`src/rtl/alu_pipe.sv`:
```
// alu_pipe: two-stage valid/ready ALU pipeline (add, sub, and, or, sll, sra, slt).
// Stage 1 registers the operands, opcode and shift amount. Stage 2 registers
// the result and the comparison and overflow flags.
// Optional feature: define ALU_PIPE_STICKY_OVF_EN to add a sticky_overflow output.
// sticky_overflow sets when a result with overflow=1 is transferred out, and
// holds until reset.
module alu_pipe #(
    parameter int unsigned WIDTH   = 32,
    parameter int unsigned SHAMT_W = 5
) (
    input  logic               clock,
    input  logic               reset,
    input  logic               in_valid,
    output logic               in_ready,
    input  logic [WIDTH-1:0]   data_operandA,
    input  logic [WIDTH-1:0]   data_operandB,
    input  logic [4:0]         ctrl_ALUopcode,
    input  logic [SHAMT_W-1:0] ctrl_shiftamt,
    output logic               out_valid,
    input  logic               out_ready,
    output logic [WIDTH-1:0]   data_result,
    output logic               isNotEqual,
    output logic               isLessThan,
    output logic               overflow
`ifdef ALU_PIPE_STICKY_OVF_EN
    ,
    output logic               sticky_overflow
`endif
);

    localparam logic [4:0] OP_ADD = 5'b00000;
    localparam logic [4:0] OP_SUB = 5'b00001;
    localparam logic [4:0] OP_AND = 5'b00010;
    localparam logic [4:0] OP_OR  = 5'b00011;
    localparam logic [4:0] OP_SLL = 5'b00100;
    localparam logic [4:0] OP_SRA = 5'b00101;
    localparam logic [4:0] OP_SLT = 5'b00110;

    logic               s1_valid;
    logic [WIDTH-1:0]   s1_a;
    logic [WIDTH-1:0]   s1_b;
    logic [4:0]         s1_op;
    logic [SHAMT_W-1:0] s1_sh;

    logic               s2_adv;
    logic [WIDTH:0]     diff_c;
    logic [WIDTH-1:0]   sum_c;
    logic [SHAMT_W-1:0] amt_c;
    logic signed [WIDTH-1:0] a_signed_c;
    logic [WIDTH-1:0]   res_c;
    logic               ovf_c;
    logic               ne_c;
    logic               lt_c;

    // The output stage moves when it is empty or its result is being taken.
    // Stage 1 feeds it on that same cycle, so there is no extra bubble.
    assign s2_adv   = !out_valid || out_ready;
    assign in_ready = !reset && (!s1_valid || s2_adv);

    // Stage 1: capture the operation on an input transfer
    always_ff @(posedge clock) begin
        if (reset) begin
            s1_valid <= 1'b0;
            s1_a     <= '0;
            s1_b     <= '0;
            s1_op    <= '0;
            s1_sh    <= '0;
        end else if (in_ready) begin
            s1_valid <= in_valid;
            if (in_valid) begin
                s1_a  <= data_operandA;
                s1_b  <= data_operandB;
                s1_op <= ctrl_ALUopcode;
                s1_sh <= ctrl_shiftamt;
            end
        end
    end

    // Execute: result and flags from the stage-1 operation
    always_comb begin
        res_c      = '0;
        ovf_c      = 1'b0;
        a_signed_c = s1_a;
        // The sign-extended difference keeps the true sign even when A-B overflows.
        diff_c     = {s1_a[WIDTH-1], s1_a} - {s1_b[WIDTH-1], s1_b};
        sum_c      = s1_a + s1_b;
        amt_c      = SHAMT_W'(32'(s1_sh) % WIDTH);
        ne_c       = |diff_c[WIDTH-1:0];
        lt_c       = diff_c[WIDTH];
        case (s1_op)
            OP_ADD: begin
                res_c = sum_c;
                ovf_c = (s1_a[WIDTH-1] == s1_b[WIDTH-1]) && (sum_c[WIDTH-1] != s1_a[WIDTH-1]);
            end
            OP_SUB: begin
                res_c = diff_c[WIDTH-1:0];
                ovf_c = (s1_a[WIDTH-1] != s1_b[WIDTH-1]) &&
                        (diff_c[WIDTH-1] != s1_a[WIDTH-1]);
            end
            OP_AND:  res_c = s1_a & s1_b;
            OP_OR:   res_c = s1_a | s1_b;
            OP_SLL:  res_c = s1_a << amt_c;
            OP_SRA:  res_c = a_signed_c >>> amt_c;
            OP_SLT:  res_c = WIDTH'(lt_c);
            default: begin
                res_c = '0;
                ovf_c = 1'b0;
            end
        endcase
    end

    // Stage 2: register result and flags; hold them while stalled
    always_ff @(posedge clock) begin
        if (reset) begin
            out_valid   <= 1'b0;
            data_result <= '0;
            isNotEqual  <= 1'b0;
            isLessThan  <= 1'b0;
            overflow    <= 1'b0;
        end else if (s2_adv) begin
            out_valid <= s1_valid;
            if (s1_valid) begin
                data_result <= res_c;
                isNotEqual  <= ne_c;
                isLessThan  <= lt_c;
                overflow    <= ovf_c;
            end
        end
    end

`ifdef ALU_PIPE_STICKY_OVF_EN
    // Sticky overflow: set when an overflowing result is handed downstream
    always_ff @(posedge clock) begin
        if (reset) begin
            sticky_overflow <= 1'b0;
        end else if (out_valid && out_ready && overflow) begin
            sticky_overflow <= 1'b1;
        end
    end
`endif

endmodule

```
`config.mk`:
```
export PLATFORM = sky130hd
export DESIGN_NAME = alu_pipe
export DESIGN_NICKNAME = d
export VERILOG_FILES = /design/src/rtl/alu_pipe.sv
export SDC_FILE = /design/constraint.sdc
export NUM_CORES = 1
export LEC_CHECK = 0
export BUFFER_PORTS_ARGS = -buffer_cell sky130_fd_sc_hd__buf_2
export CAP_MARGIN = 0
export CORE_AREA = 10 10 162 164
export DETAILED_ROUTE_END_ITERATION = 8
export DIE_AREA = 0 0 172 174
export PLACE_DENSITY = 0.87
export SYNTH_ARGS = -nofsm -noshare
export SYNTH_HDL_FRONTEND = slang
export SYNTH_SLANG_ARGS = --single-unit
```
`constraint.sdc`:
```
create_clock -name clock -period 8.62 [get_ports clock]
set_input_delay 1.293 -clock clock [delete_from_list [all_inputs] [get_ports clock]]
set_output_delay 1.293 -clock clock [all_outputs]
set_load 0.02 [all_outputs]
```
==> results.md <==
* RSZ-0062 raised after global routing: no
* Ys async rst share at 0%
* GPL Wtd Cong at 1.07
* GR peak layer: met2
* Worst stage delay on the critical path at 0.63 ns
* Proportion of layout cells with a drive suffix above 1 at 14.7%
* Slowest CP cell: ha_1
* Detail Route Antenna Nets at 0
* Initial Utilization at 54.9%
* H-tree Lvls at 3
* Final hold vios at 0
* Critical path's top delay family: compound AO/OA/AOI/OAI gates
* Most common cell after layout, fill and taps aside: nand2_1
* Critical-path cell list: inv_1, ha_1, nor2b_1, o21ai_0, o2111ai_1, a2111oi_2, nand4_1, a2111oi_0, nand4_1, or4_1, nor4_1, nor2b_1
* Post-CTS setup buffer count at 0
* Library cells used by synthesis at 79
* Crit. End Element: flip-flop
* Synth Register Bits at 111
* DIE HEIGHT at 174 µm
* Slew Limit Fails at 0
* Pre-CTS WS at 3.96 ns
* Clock Latency Late Sink at 0.38 ns
* Number of flops mapped to enable cells by yosys at 0
* CTS root buf: clkbuf_16
* Synth warnings at 0
* Register area at 2230 µm²
* Grt total ovfl at 0
* Cells after Synth at 1648
* Req. time, crit path at 8.88 ns
* Least-Margin Pin Slew at 1.03 ns
* Vias at 14.2k
* Post-Syn Area at 12700 µm²
* Syn_nets at 1829
* CTS tree: done
* CTS Buf Count at 9
* Setup TNS at 0 ns
* Via density at 7.24
* Buffers on Ports at 114
* Vias in the first global route at 13.1k
* Chip width at 172 µm
* Post-synth top flop: dfxtp_1
* Final worst setup slack at 4.03 ns
* Crit Path Category: reg2reg
* Antenna fix cells at 0
* I/O Pins at 115
* Filler Cells Inserted at 2117
* Fin crit period at 4.59 ns
* Maxcap violations at 0
* Reg2reg start: a_signed_c[22]
* Total die area at 29900 µm²
* Final Core Density at 58.7%
* Core footprint at 23100 µm²
* Status: finished clean
* Clock Path Buffers at 2
* Fin Clk Skew at 0.00859 ns
* Hold WC Path Type: reg2reg
* M2 GR Usage at 49.8%
* PD cells at 150 nW/µm²
* First-pass DRT Iterations at 6
* Area growth, synth to finish at 7.03%
* Worst relative slew slack at 31.2%
* Initial antenna violation count at 1
* Crit path launch type: flip-flop
* Most frequent cells in the layout: nand2_1 (177), nor2_1 (167), a21oi_1 (134)
* Leak at 0.00543 µW
* F_max at 218 MHz
* Number of DRC markers in iteration 0 at 2133
* Clock tree sinks at 111
* Part of the cycle the worst path needs at 53.3%
* Peak supply drop at 0.113 mV
* Cts hold-fix bufs at 0
* Clock transition at path regs at 0.09 ns
* HP Start: data_result[8]
* Worst Setup SP: a_signed_c[22]
* Pwr Total at 2040 µW
* Crit-path max FO at 13
* First-pass GRT wire length at 77300 µm
* M1 GR Usage at 43.0%
* M3 GR Usage at 6.03%
* CP bufs+invs at 1
* Largest net degree at the start of global routing at 73
* Final setup fails at 0
* Area of the multi-input gates at 9590 µm²
* Post-DP HPWL at 37200 µm
* Critical path arrival at 4.86 ns
* Mean Syn Cell Area at 7.70 µm²
* Rows at 56
* Fin nets at 1846
* Post-route DRC violation count at 0
* GRT Total Usage at 32.6%
* Total Wirelength at 50200 µm
* Post-synthesis sequential area ratio at 17.5%
* Post_cts resized at 0
* Wire per inst at 25.6 µm
-- registers in the layout (all words and copies together) (netlist names) --
signal and flops:
s1_op 5, s1_valid 1, data_result 32, a_signed_c 32, isLessThan 1, s1_b 32
overflow 1, isNotEqual 1, out_valid 1, s1_sh 5
-- metal layers --
layer	routed length [µm]	vias up
met5	0	-
met4	3130	0
met3	5980	229
met2	21800	1155
met1	19300	6613
li1	-	6193
-- synth_stat cells, types with 13 or more instances --
cell type / instances / share of area (%)
a221oi_1: 31 / 2.1
dfxtp_1: 111 / 18
nor3_1: 41 / 1.6
nor2_1: 167 / 4.9
inv_1: 98 / 2.9
clkbuf_1: 102 / 3.0
a211oi_1: 21 / 1.2
a21o_1: 20 / 1.2
o31ai_1: 80 / 4.7
xnor2_1: 16 / 1.1
o221ai_1: 16 / 1.1
ha_1: 101 / 10
o21ai_0: 94 / 3.7
nor2b_1: 20 / 0.99
mux4_2: 68 / 12
nand2_1: 177 / 5.2
a22oi_1: 15 / 0.89
mux2i_1: 36 / 2.8
or3_1: 16 / 0.79
nand2b_1: 13 / 0.64
nand3_1: 20 / 0.79
buf_2: 15 / 0.59
a21oi_1: 134 / 5.3
o211ai_1: 25 / 1.5
-- worst min-delay path, cell delays in order (launching register included) --
cell and delay, ns:
dfxtp_1 0.32, nand2_1 0.05, a21oi_1 0.05
-- final timing paths --
kind / to / cells after the start / slack (ns)
worst min register to register: data_result[8] / 2 / 0.46
worst max register to register: isNotEqual / 12 / 4.03
worst min-delay path: data_result[8] / 2 / 0.46
worst max-delay path: isNotEqual / 12 / 4.03
-- stage by stage --
| stage | instance area, µm² | instances | hold WS (ns) |
|---|---|---|---|
| after global placement | 13300 | 1944 | 0.443 |
| final | 13600 | 1960 | 0.463 |
| after floorplan | 12700 | 1648 | 0.487 |
| after global routing | 13600 | 1960 | 0.493 |
| after CTS | 13600 | 1960 | 0.468 |
| after detailed placement | 13300 | 1944 | 0.454 |
-- layout make-up --
class / count / area share (%)
well taps: 290 / 2.67
flip-flops and latches: 111 / 16.4
repair buffers: 134 / 5.33
inverters: 101 / 2.79
clock buffers: 9 / 1.66
clock inverters: 7 / 0.534
multi-input cells: 1308 / 70.6
-- kinds of logic after synthesis --
kind of cell,count (synthesis),synth area share [%]
adder cells (fa/ha/maj),103,10.3
AND/OR/NAND/NOR,524,19.0
XOR/XNOR,22,1.52
multiplexers,105,15.0
flip-flops,111,17.5
buffers and inverters,229,7.05
AO/OA/AOI/OAI,554,29.7
-- report_power, final --
| part | switching, µW | leakage [µW] | internal [µW] |
|---|---|---|---|
| Clock | 245 | 0.000144 | 207 |
| Sequential | 55.7 | 0.000914 | 546 |
| Combinational | 630 | 0.00437 | 353 |
| Total | 931 | 0.00543 | 1110 |
(Power assumes the default switching activity.)
